<file path="src/rtl/bcd_serial_adder.sv">
// Digit-serial BCD adder: one decimal digit per clock, LSD first, with a registered result.
// Optional nine's-complement subtraction is enabled by defining BCD_SUBTRACT_EN.

// state | meaning
// IDLE  | waiting for start; sum/outcarry hold the last completed result
// RUN   | one digit per edge, digit 0 first; the carry is registered between digits
// FIN   | done pulse for one cycle; a start here launches the next operation
module bcd_serial_adder #(
    parameter int DIGITS = 4
) (
    input  logic                  clk,
    input  logic                  rst_n,
    input  logic                  start,
    input  logic [4*DIGITS-1:0]   augend,
    input  logic [4*DIGITS-1:0]   addend,
    input  logic                  cin,
`ifdef BCD_SUBTRACT_EN
    input  logic                  sub,
`endif
    output logic [4*DIGITS-1:0]   sum,
    output logic                  outcarry,
    output logic                  busy,
    output logic                  done,
    output logic                  bad_digit
);

    localparam int W  = 4 * DIGITS;
    localparam int IW = (DIGITS > 1) ? $clog2(DIGITS) : 1;
    localparam logic [IW-1:0] LAST_IDX = IW'(DIGITS - 1);

    typedef enum logic [1:0] {S_IDLE, S_RUN, S_FIN} state_t;

    state_t          state_q, state_d;
    logic [W-1:0]    a_q, a_d;
    logic [W-1:0]    b_q, b_d;
    logic [W-1:0]    acc_q, acc_d;
    logic [W-1:0]    sum_q, sum_d;
    logic [IW-1:0]   idx_q, idx_d;
    logic            carry_q, carry_d;
    logic            oc_q, oc_d;
    logic            bad_q, bad_d;

    logic [4:0]      z;
    logic [3:0]      dig;
    logic            dig_carry;
    logic            cap_sub;

    function automatic logic [W-1:0] nines(input logic [W-1:0] v);
        logic [W-1:0] r;
        r = '0;
        for (int i = 0; i < DIGITS; i++) begin
            r[4*i +: 4] = 4'd9 - v[4*i +: 4];
        end
        return r;
    endfunction

    function automatic logic any_bad(input logic [W-1:0] v);
        logic r;
        r = 1'b0;
        for (int i = 0; i < DIGITS; i++) begin
            if (v[4*i +: 4] > 4'd9) r = 1'b1;
        end
        return r;
    endfunction

`ifdef BCD_SUBTRACT_EN
    assign cap_sub = sub;
`else
    assign cap_sub = 1'b0;
`endif

    // Decimal correction; for out-of-range digits the low nibble of z+6 is still taken.
    always_comb begin
        z         = {1'b0, a_q[idx_q*4 +: 4]} + {1'b0, b_q[idx_q*4 +: 4]} + {4'd0, carry_q};
        dig_carry = (z > 5'd9);
        dig       = dig_carry ? (z[3:0] + 4'd6) : z[3:0];
    end

    always_comb begin
        state_d = state_q;
        a_d     = a_q;
        b_d     = b_q;
        acc_d   = acc_q;
        sum_d   = sum_q;
        idx_d   = idx_q;
        carry_d = carry_q;
        oc_d    = oc_q;
        bad_d   = bad_q;
        case (state_q)
            S_IDLE, S_FIN: begin
                state_d = S_IDLE;
                if (start) begin
                    a_d     = augend;
                    b_d     = cap_sub ? nines(addend) : addend;
                    carry_d = cap_sub ? 1'b1 : cin;
                    idx_d   = '0;
                    acc_d   = '0;
                    bad_d   = any_bad(augend) | any_bad(addend);
                    state_d = S_RUN;
                end
            end
            S_RUN: begin
                acc_d[idx_q*4 +: 4] = dig;
                carry_d = dig_carry;
                idx_d   = idx_q + 1'b1;
                if (idx_q == LAST_IDX) begin
                    sum_d   = acc_d;
                    oc_d    = dig_carry;
                    state_d = S_FIN;
                end
            end
            default: state_d = S_IDLE;
        endcase
    end

    always_ff @(posedge clk or negedge rst_n) begin
        if (!rst_n) begin
            state_q <= S_IDLE;
            a_q     <= '0;
            b_q     <= '0;
            acc_q   <= '0;
            sum_q   <= '0;
            idx_q   <= '0;
            carry_q <= 1'b0;
            oc_q    <= 1'b0;
            bad_q   <= 1'b0;
        end else begin
            state_q <= state_d;
            a_q     <= a_d;
            b_q     <= b_d;
            acc_q   <= acc_d;
            sum_q   <= sum_d;
            idx_q   <= idx_d;
            carry_q <= carry_d;
            oc_q    <= oc_d;
            bad_q   <= bad_d;
        end
    end

    assign sum       = sum_q;
    assign outcarry  = oc_q;
    assign bad_digit = bad_q;
    assign busy      = (state_q == S_RUN);
    assign done      = (state_q == S_FIN);

endmodule

</file>
<file path="config.mk">
export PLATFORM = sky130hd
export DESIGN_NAME = bcd_serial_adder
export DESIGN_NICKNAME = d
export VERILOG_FILES = /design/src/rtl/bcd_serial_adder.sv
export SDC_FILE = /design/constraint.sdc
export NUM_CORES = 1
export LEC_CHECK = 0
export BUFFER_PORTS_ARGS = -buffer_cell sky130_fd_sc_hd__buf_2
export CAP_MARGIN = 40
export CORE_ASPECT_RATIO = 1.1
export CORE_UTILIZATION = 30
export CTS_BUF_LIST = sky130_fd_sc_hd__clkbuf_8
export DETAILED_ROUTE_END_ITERATION = 12
export GPL_TIMING_DRIVEN = 0
export SLEW_MARGIN = 20
export SYNTH_ARGS = -nofsm -noshare
export SYNTH_HDL_FRONTEND = slang
export SYNTH_SLANG_ARGS = --single-unit
</file>
<file path="constraint.sdc">
create_clock -name clk -period 4.7 [get_ports clk]
set_input_delay 0.47 -clock clk [delete_from_list [all_inputs] [get_ports clk]]
set_output_delay 0.47 -clock clk [all_outputs]
set_load 0.1 [all_outputs]
</file>
==> run_results.csv, run 1 <==
group,metric,value,unit
status,status,"finished clean",
clock_tree,cts_tree,"yes",
critical_path,crit_path_top_delay_cell,"mux4_2",
sta,fin_crit,4.24,ns
sta,relSlewSlack,0.559,
place,post-dp-hpwl,5.60,mm
critical_path,r2r_slack,0.46,ns
place,dp_cells,478,
final_layout,finalNonFillerCells,492,
detailed_routing,post_drt_wl_per_cell,15.2,µm
critical_path,path_common_cell,"fa_1",
critical_path,worstSetupEndpointType,"flop",
global_route,grt_pass1_vias,2554,
final_layout,finalNetCount,394,
yosys,yosys.area.top_type,"dfrtp_1",
clock_tree,post_cts_buffers,0,
sta,setup_viol,0,
sta,slew_violations,0,
critical_path,crit_chain,"buf_2 > mux4_2 > fa_1 > fa_1 > xnor2_1 > ha_1 > nor2b_1 > a31o_1 > o31a_1 > xnor2_2 > o21ai_0",
sta,max_freq,236,MHz
die,pin_count,56,
sta,finClkSkew,0.00776,ns
critical_path,reg2reg_to,"acc_q[9]",
yosys,synth-compound-area-share,0.125,
yosys,ys_types,36,
final_layout,drive_above_1_share,0.321,
detailed_routing,vias,2381,
critical_path,path_max_fanout,10,
detailed_routing,drtPass1Iterations,4,
global_route,grt_usage,0.144,
critical_path,arrival,4.43,ns
clock_tree,cts_root_buffer,"clkbuf_8",
sta,finalCritPeriodShare,0.902,
yosys,postSynthAreaPerCell,11.9,µm²
clock_tree,cts_resized,0,
yosys,synth_mux_area_frac,0.167,
yosys,synth-xor-area-share,0.00754,
global_route,grt-ovfl-total,0,
sta,rsz0062_at_grt,"false",
critical_path,path_buf_inv,1,
clock_tree,numCtsBuffers,9,
place,gp_congestion,0.745,
yosys,syn_inst,279,
yosys,synth-adder-area-share,0.0498,
die,fp.dieW,102,µm
yosys,synth-simple-area-share,0.0883,
yosys,ys_warn_count,0,
global_route,grt_max_degree,50,
critical_path,critPathTopFamily,"adder cells",
detailed_routing,drc,0,
critical_path,max_stage_delay,0.59,ns
sta,tightest_slew,0.653,ns
place,dpl-instance-area,3800,µm²
die,fp.coreArea,10600,µm²
global_route,grt_pass1_wl,12.6,mm
clock_tree,clockBufferDepth,2,
critical_path,worst-setup-path-type,"reg2reg",
job,drv_cap,0,
final_layout,syn2layout_area_growth,19.2,%
critical_path,timing.rr.start,"idx_q[0]",
final_layout,num-fill-cells,1089,
critical_path,cp-start-kind,"flop",
die,fp.dieArea,11500,µm²
min_path,hold_class,"in2async",
yosys,syn-cell-area,3320,µm²
detailed_routing,routed_wl,7.47,mm
die,rows,39,
yosys,seq_area_frac_synth,0.536,
clock_tree,hold_buffers,0,
yosys,syn_nets,327,
clock_tree,h-tree-depth,3,
detailed_routing,via_per_inst,4.84,
sta,final.setup.tns,0,ns
final_layout,final_area,3950,µm²
sta,finalHoldViolations,0,
die,die_h,112,µm
clock_tree,cts_sinks,71,
critical_path,reg2reg_depth,11,
final_layout,num_antenna_cells,0,
detailed_routing,antenna_left,0,
global_route,antenna_found_initial,0,
die,floorplan.initialDensity,0.313,
critical_path,worstPathRequired,4.89,ns
detailed_routing,drt-initial-drc-count,42,
critical_path,crit_start,"idx_q[0]",
place,port_buffers,55,
yosys,synth_top_family_by_area,"multiplexers",
yosys,yosys_register_bits,71,
clock_tree,insertion_delay,0.34,ns
yosys,synth_area_leaders,"dfrtp_1, mux2_2, mux4_2",
clock_tree,path_clk_slew,0.07,ns
yosys,yosysTopAreaCellShare,0.536,
-- metrics by stage --
| stage | util | setup slack [ns] | hold WS [ns] |
|---|---|---|---|
| 2_1_floorplan | - | 1.00 | 0.174 |
| 3_3_place_gp | 0.356 | 0.542 | 0.455 |
| 3_5_place_dp | 0.359 | 0.404 | 0.389 |
| 4_1_cts | 0.373 | 0.386 | 0.0238 |
| 5_1_grt | 0.373 | 0.239 | 0.0386 |
| 6_report | 0.373 | 0.460 | 0.0231 |
-- final cells by class --
| class | instances | area, µm² | area share |
|---|---|---|---|
| inverter | 10 | 37.5 | 0.00949 |
| timing repair buffer | 56 | 305 | 0.0772 |
| tap | 143 | 179 | 0.0453 |
| clock buffer | 9 | 124 | 0.0313 |
| buffer | 13 | 50.0 | 0.0127 |
| multi-input combinational | 185 | 1450 | 0.367 |
| clock inverter | 5 | 28.8 | 0.00728 |
| sequential | 71 | 1780 | 0.449 |
-- flip-flops by register name, summed over array words and instances, names as in the netlist --
name,cells
outcarry,1
state_q,2
b_q,16
bad_digit,1
sum,16
idx_q,2
acc_q,16
a_q,16
carry_q,1
-- cells in the final DEF (no fill, tap or decap), types with 2 or more instances in the layout --
| master | Yosys | routed |
|---|---|---|
| o21ai_0 | 27 | 27 |
| clkinvlp_4 | 0 | 2 |
| clkbuf_1 | 7 | 7 |
| ha_1 | 10 | 10 |
| mux2_2 | 32 | 32 |
| inv_1 | 10 | 11 |
| clkbuf_8 | 0 | 9 |
| mux4_2 | 8 | 8 |
| nor2_1 | 11 | 11 |
| buf_1 | 5 | 5 |
| fa_1 | 2 | 2 |
| nand4_1 | 2 | 2 |
| nor2b_1 | 3 | 3 |
| nand2b_1 | 2 | 2 |
| a32o_1 | 4 | 4 |
| nor4b_1 | 2 | 2 |
| o21ai_1 | 8 | 8 |
| and3_1 | 12 | 12 |
| nand2_1 | 23 | 23 |
| dfrtp_1 | 71 | 71 |
| clkinv_2 | 0 | 2 |
| a221oi_1 | 4 | 4 |
| buf_2 | 1 | 55 |
| a21oi_1 | 20 | 20 |
-- logic make-up after synthesis --
kind of cell	count (synthesis)
AOI/OAI and AO/OA	71
DFF	71
and+or+nand+nor	59
muxes	41
buffers and inverters	23
adders and majority gates	12
xor gates and xnor gates	2
-- worst max path at each step --
stage	end	slack [ns]	depth (start not counted)
final	acc_q[9]	0.46	11
after global routing	sum[9]	0.24	11
after CTS	acc_q[9]	0.39	11
after detailed placement	acc_q[9]	0.40	11
after global placement	sum[9]	0.54	11
after floorplan	acc_q[10]	1.00	11
-- cell usage after synthesis --
cell / instances
and4b_1: 1
nor2b_1: 3
o21ai_0: 27
a21oi_1: 20
nor2_1: 11
ha_1: 10
a31o_1: 1
a32o_1: 4
xnor2_2: 1
nor4b_1: 2
mux2_4: 1
nand4_1: 2
o21ai_1: 8
mux2_2: 32
a22oi_1: 1
o21bai_1: 1
fa_1: 2
dfrtp_1: 71
o31a_1: 1
nor4_1: 1
o22ai_1: 1
a22o_1: 1
inv_1: 10
and3_1: 12
xnor2_1: 1
mux4_2: 8
buf_1: 5
clkbuf_1: 7
nand2_1: 23
nand3_1: 1
a2111oi_0: 1
nand2b_1: 2
a221oi_1: 4
buf_2: 1
nor3b_1: 1
a21o_1: 1
-- layer usage --
layer	up-vias	track usage	share of wire
met1	1173	0.181	0.44
li1	1141	-	-
met3	12	0.0318	0.037
met4	0	0.0552	0.022
met2	55	0.240	0.50
met5	-	0	0
Power of run 1 is left out: the tool's default activity adds up to more than one toggle a clock period on the data nets, which glitch-free logic cannot reach.
==> run 2, diff against run 1 <==
--- a/config.mk
+++ b/config.mk
@@ -7,7 +7,7 @@
 export LEC_CHECK = 0
 export BUFFER_PORTS_ARGS = -buffer_cell sky130_fd_sc_hd__buf_2
 export CAP_MARGIN = 40
-export CORE_ASPECT_RATIO = 1.1
+export CORE_ASPECT_RATIO = 0.8
 export CORE_UTILIZATION = 30
 export CTS_BUF_LIST = sky130_fd_sc_hd__clkbuf_8
 export DETAILED_ROUTE_END_ITERATION = 12
==> run 2 against run 1 <==
Effect of this change: clock skew is 0.0064 ns higher; flip-flop and latch count stayed put; hold slack worse by 0.011 ns; critical endpoint is now sum[1].
==> run_results.csv, run 2 (synthesis results as in run 1) <==
group,metric,value,unit
status,status,"finished clean",
critical_path,crit_path_top_delay_cell,"mux4_2",
die,fp.coreArea,10500,µm²
sta,relSlewSlack,0.551,
detailed_routing,post_drt_wl_per_cell,16.2,µm
sta,slew_violations,0,
critical_path,path_common_cell,"fa_1",
place,port_buffers,55,
global_route,grt-ovfl-total,0,
sta,setup_viol,0,
critical_path,r2r_slack,0.40,ns
detailed_routing,antenna_left,0,
detailed_routing,via_per_inst,5.02,
critical_path,arrival,4.50,ns
job,drv_cap,0,
critical_path,path_max_fanout,10,
clock_tree,cts_resized,0,
detailed_routing,drt-initial-drc-count,134,
global_route,antenna_found_initial,0,
final_layout,finalNetCount,394,
critical_path,timing.rr.start,"idx_q[0]",
sta,tightest_slew,0.664,ns
die,rows,33,
global_route,grt_max_degree,50,
die,die_h,96.1,µm
die,pin_count,56,
die,fp.dieW,120,µm
clock_tree,path_clk_slew,0.09,ns
critical_path,critPathTopFamily,"adder cells",
sta,final.setup.tns,0,ns
detailed_routing,drc,0,
clock_tree,cts_sinks,71,
sta,rsz0062_at_grt,"false",
final_layout,num_antenna_cells,0,
final_layout,num-fill-cells,1057,
clock_tree,h-tree-depth,3,
critical_path,max_stage_delay,0.58,ns
final_layout,final_common_cell,"dfrtp_1",
clock_tree,insertion_delay,0.35,ns
critical_path,worstPathRequired,4.90,ns
clock_tree,clockBufferDepth,2,
final_layout,mostFrequentLayoutCells,"dfrtp_1, buf_2, mux2_2",
critical_path,worst-setup-path-type,"reg2reg",
min_path,hold_class,"in2async",
critical_path,crit_chain,"buf_2 > mux4_2 > fa_1 > fa_1 > xnor2_1 > ha_1 > nor2b_1 > a31o_1 > o31a_1 > xnor2_2 > o21ai_0",
global_route,grt_usage,0.153,
sta,max_freq,233,MHz
final_layout,drive_above_1_share,0.328,
clock_tree,hold_buffers,0,
detailed_routing,drtPass1Iterations,4,
detailed_routing,vias,2465,
place,post-dp-hpwl,5.84,mm
clock_tree,numCtsBuffers,9,
detailed_routing,routed_wl,7.97,mm
clock_tree,cts_root_buffer,"clkbuf_8",
place,gp_congestion,0.783,
critical_path,reg2reg_depth,11,
global_route,grt_pass1_vias,2549,
critical_path,reg2reg_to,"sum[1]",
critical_path,worstSetupEndpointType,"flop",
final_layout,syn2layout_area_growth,20.0,%
critical_path,path_buf_inv,1,
die,fp.dieArea,11500,µm²
sta,fin_crit,4.30,ns
sta,finalHoldViolations,0,
clock_tree,cts_tree,"yes",
clock_tree,post_cts_buffers,0,
sta,finClkSkew,0.0142,ns
sta,finalCritPeriodShare,0.914,
global_route,grt_pass1_wl,13.2,mm
critical_path,cp-start-kind,"flop",
die,floorplan.initialDensity,0.316,
-- run 2: cell count changes in the layout (fill, tap and decap cells not counted), sizes merged --
cell	delta
clkinvlp	+1
clkbuf	+1
-- run 2: layout make-up --
class	instances	area, µm²	area share
multi-input cells	185	1450	0.365
plain buffers	13	50.0	0.0126
flip-flops and latches	71	1780	0.446
clock buffers	10	138	0.0346
repair buffers	56	305	0.0767
well taps	140	175	0.0440
inverters	10	37.5	0.00943
clock inverters	6	45.0	0.0113
-- run 2: how the worst max path moves through the flow --
stage                     cells past startpoint  slack [ns]     start   endpoint
final                                        11        0.40  idx_q[0]     sum[1]
after global routing                         11        0.13  idx_q[0]  acc_q[13]
after CTS                                    11        0.44  idx_q[0]     sum[1]
after detailed placement                     11        0.47  idx_q[0]     sum[5]
after global placement                       11        0.52  idx_q[0]     sum[1]
after floorplan                              11        1.00  idx_q[0]  acc_q[10]
-- run 2: worst reg2reg max path, stage by stage (launching register included) --
cell and delay, ns:
dfrtp_1 0.52, buf_2 0.38, mux4_2 0.58, fa_1 0.45, fa_1 0.42, xnor2_1 0.18
ha_1 0.25, nor2b_1 0.14, a31o_1 0.21, o31a_1 0.38, xnor2_2 0.46, o21ai_0 0.19
-- run 2: layer usage --
layer	vias up	wire length, µm	global-route usage
met5	-	0	0
met4	0	188	0.0802
met3	17	301	0.0326
met2	60	3520	0.224
met1	1239	3960	0.212
li1	1149	-	-
-- run 2: stage by stage --
stage | worst slack (ns) | area (µm²) | hold slack, ns | std cells | util
floorplan | 1.00 | 3320 | 0.174 | 279 | -
global placement | 0.522 | 3770 | 0.458 | 474 | 0.359
detailed placement | 0.473 | 3800 | 0.393 | 475 | 0.362
CTS | 0.443 | 3980 | 0.0187 | 491 | 0.380
global route | 0.126 | 3980 | 0.0218 | 491 | 0.380
finish | 0.402 | 3980 | 0.0118 | 491 | 0.380
Power of run 2 is left out for the same reason.
==> run 3, diff against run 2 <==
--- a/config.mk
+++ b/config.mk
@@ -5,13 +5,15 @@
 export SDC_FILE = /design/constraint.sdc
 export NUM_CORES = 1
 export LEC_CHECK = 0
+export ABC_AREA = 1
 export BUFFER_PORTS_ARGS = -buffer_cell sky130_fd_sc_hd__buf_2
 export CAP_MARGIN = 40
 export CORE_ASPECT_RATIO = 0.8
-export CORE_UTILIZATION = 30
+export CORE_UTILIZATION = 35
 export CTS_BUF_LIST = sky130_fd_sc_hd__clkbuf_8
 export DETAILED_ROUTE_END_ITERATION = 12
 export GPL_TIMING_DRIVEN = 0
+export HOLD_SLACK_MARGIN = 0.08
 export SLEW_MARGIN = 20
 export SYNTH_ARGS = -nofsm -noshare
 export SYNTH_HDL_FRONTEND = slang
==> run 3 against run 2 <==
Effect of this change: cell count grew 22%; critical path depth grew 8; fmax grew 16%; die area shrank 7.4%; sequential share of layout area shrank 2.7 points; register-to-register slack gained 0.58 ns; non-clock buffer count is the same; setup slack gained 0.58 ns; flip-flop and latch count is the same; synthesized cell count grew 40%; utilization grew 5.4 points; clock skew shrank 0.0071 ns; critical endpoint is now acc_q[7]; largest cell class unchanged.
==> run_results.csv, run 3 <==
group,metric,value,unit
detailed_routing,post_drt_wl_per_cell,13.9,µm
yosys,yosys-top-cells-count,"nand2_1, dfrtp_1, o21ai_0",
clock_tree,cts_sinks,71,
critical_path,path_common_cell,"inv_1",
sta,relSlewSlack,0.675,
detailed_routing,vias,2857,
die,fp.coreArea,9770,µm²
clock_tree,cts_root_buffer,"clkbuf_8",
final_layout,multi_input_area,1610,µm²
yosys,synth_area_leaders,"dfrtp_1, nand2_1, mux2_2",
clock_tree,insertion_delay,0.35,ns
yosys,syn_inst,390,
critical_path,worstPathRequired,4.99,ns
final_layout,num_antenna_cells,0,
die,pin_count,56,
critical_path,worst-setup-path-type,"reg2reg",
sta,finalCritPeriodShare,0.791,
critical_path,reg2reg_to,"acc_q[7]",
global_route,grt-ovfl-total,0,
sta,finalHoldViolations,0,
final_layout,num-fill-cells,982,
global_route,antenna_found_initial,0,
critical_path,critPathTopFamily,"buffers and inverters",
job,drv_cap,0,
yosys,syn_nets,438,
global_route,grt_usage,0.175,
critical_path,worstSetupEndpointType,"flop",
critical_path,r2r_slack,0.98,ns
final_layout,final_common_cell,"nand2_1",
final_layout,syn2layout_area_growth,18.3,%
global_route,grt_max_degree,39,
sta,rsz0062_at_grt,"false",
min_path,hold_class,"in2reg",
yosys,synth_edf_count,0,
critical_path,arrival,4.00,ns
place,port_buffers,55,
sta,finClkSkew,0.00704,ns
detailed_routing,via_per_inst,4.77,
detailed_routing,antenna_left,0,
critical_path,cp-start-kind,"flop",
clock_tree,clockBufferDepth,2,
detailed_routing,highest_layer,"met4",
detailed_routing,drtPass1Iterations,6,
final_layout,finalNetCount,506,
die,fp.dieArea,10600,µm²
yosys,seq_area_frac_synth,0.497,
place,post-dp-hpwl,6.28,mm
min_path,min_from,"addend[8]",
detailed_routing,drt-initial-drc-count,150,
clock_tree,path_clk_slew,0.07,ns
yosys,yosysMostFrequentCell,"nand2_1",
sta,tightest_slew,0.490,ns
final_layout,register_area,1780,µm²
clock_tree,cts_resized,0,
critical_path,crit_path_top_delay_cell,"dfrtp_1",
min_path,min_to,"b_q[8]",
detailed_routing,drc,0,
clock_tree,h-tree-depth,3,
final_layout,mostFrequentLayoutCells,"nand2_1, dfrtp_1, buf_2",
sta,slew_violations,0,
yosys,yosysTopAreaCellShare,0.497,
critical_path,path_buf_inv,5,
detailed_routing,m1WireLength,4.26,mm
sta,fin_crit,3.72,ns
global_route,grt_pass1_vias,2857,
detailed_routing,dr_wl_met3,524,µm
global_route,grt_pass1_wl,14.4,mm
yosys,syn-cell-area,3580,µm²
detailed_routing,routed_wl,8.31,mm
yosys,ys_warn_count,0,
yosys,synth_flop_cell,"dfrtp_1",
sta,setup_viol,0,
clock_tree,cts_tree,"yes",
place,gp_congestion,0.844,
yosys,yosys.area.top_type,"dfrtp_1",
die,rows,32,
sta,final.setup.tns,0,ns
die,fp.dieW,115,µm
clock_tree,numCtsBuffers,9,
critical_path,max_stage_delay,0.50,ns
min_path,worstHoldPathCells,2,
yosys,ys_types,31,
yosys,postSynthAreaPerCell,9.18,µm²
critical_path,path_max_fanout,12,
die,die_h,92.4,µm
die,floorplan.initialDensity,0.366,
status,status,"finished clean",
critical_path,timing.rr.start,"idx_q[0]",
critical_path,crit_chain,"inv_1 > clkbuf_1 > buf_2 > nor2_1 > o22ai_1 > fa_1 > fa_1 > inv_1 > ha_1 > inv_1 > nor2_1 > a21oi_2 > nand2_2 > nand2_4 > nand2_2 > nand4_2 > o21bai_2 > nand2_1 > nand2_1",
yosys,ys_async_sr_fraction,1.00,
sta,max_freq,269,MHz
final_layout,drive_above_1_share,0.285,
yosys,yosys_register_bits,71,
detailed_routing,route.met2.wl,3.42,mm
critical_path,reg2reg_depth,19,
[run 3: kinds of logic after synthesis]
| group | after synthesis | synth area share |
|---|---|---|
| multiplexers | 31 | 0.0976 |
| adder cells (fa/ha/maj) | 12 | 0.0462 |
| flip-flops | 71 | 0.497 |
| buffers and inverters | 46 | 0.0545 |
| AO/OA/AOI/OAI | 56 | 0.0930 |
| AND/OR/NAND/NOR | 174 | 0.212 |
[run 3: per-layer routing]
layer,vias to the layer above,track usage
met5,-,0
met4,0,0.0563
met3,8,0.0366
met2,69,0.245
met1,1357,0.266
li1,1423,-
[run 3: layout make-up]
type / count / area share
well taps: 136 / 0.0402
repair buffers: 57 / 0.0727
flip-flops and latches: 71 / 0.420
inverters: 34 / 0.0302
clock inverters: 6 / 0.00887
multi-input cells: 273 / 0.380
clock buffers: 10 / 0.0325
plain buffers: 12 / 0.0160
[run 3: how the worst max path moves through the flow]
stage                     slack [ns]  cells after the start     start        to
after global routing            0.56                     19  idx_q[0]   sum[15]
after floorplan                 1.55                     18  idx_q[0]  acc_q[3]
after CTS                       1.00                     19  idx_q[0]  acc_q[7]
after global placement          1.05                     19  idx_q[0]    sum[7]
after detailed placement        1.01                     19  idx_q[0]  acc_q[7]
final                           0.98                     19  idx_q[0]  acc_q[7]
[run 3: timing repair]
item,in CTS,in global routing
endpoints found under the hold margin,14,0
buffers inserted,0,0
hold buffers,1,0
[run 3: per-stage QoR]
step                instance area (µm²)  worst slack (ns)  hold WS, ns  cells  utilization
finish                             4230             0.982        0.347    599        0.433
global route                       4230             0.561        0.345    599        0.433
global placement                   4020              1.05        0.462    581        0.412
floorplan                          3580              1.55        0.174    390            -
CTS                                4230              1.00        0.338    599        0.433
detailed placement                 4050              1.01        0.454    582        0.414
Power of run 3 is left out for the same reason.
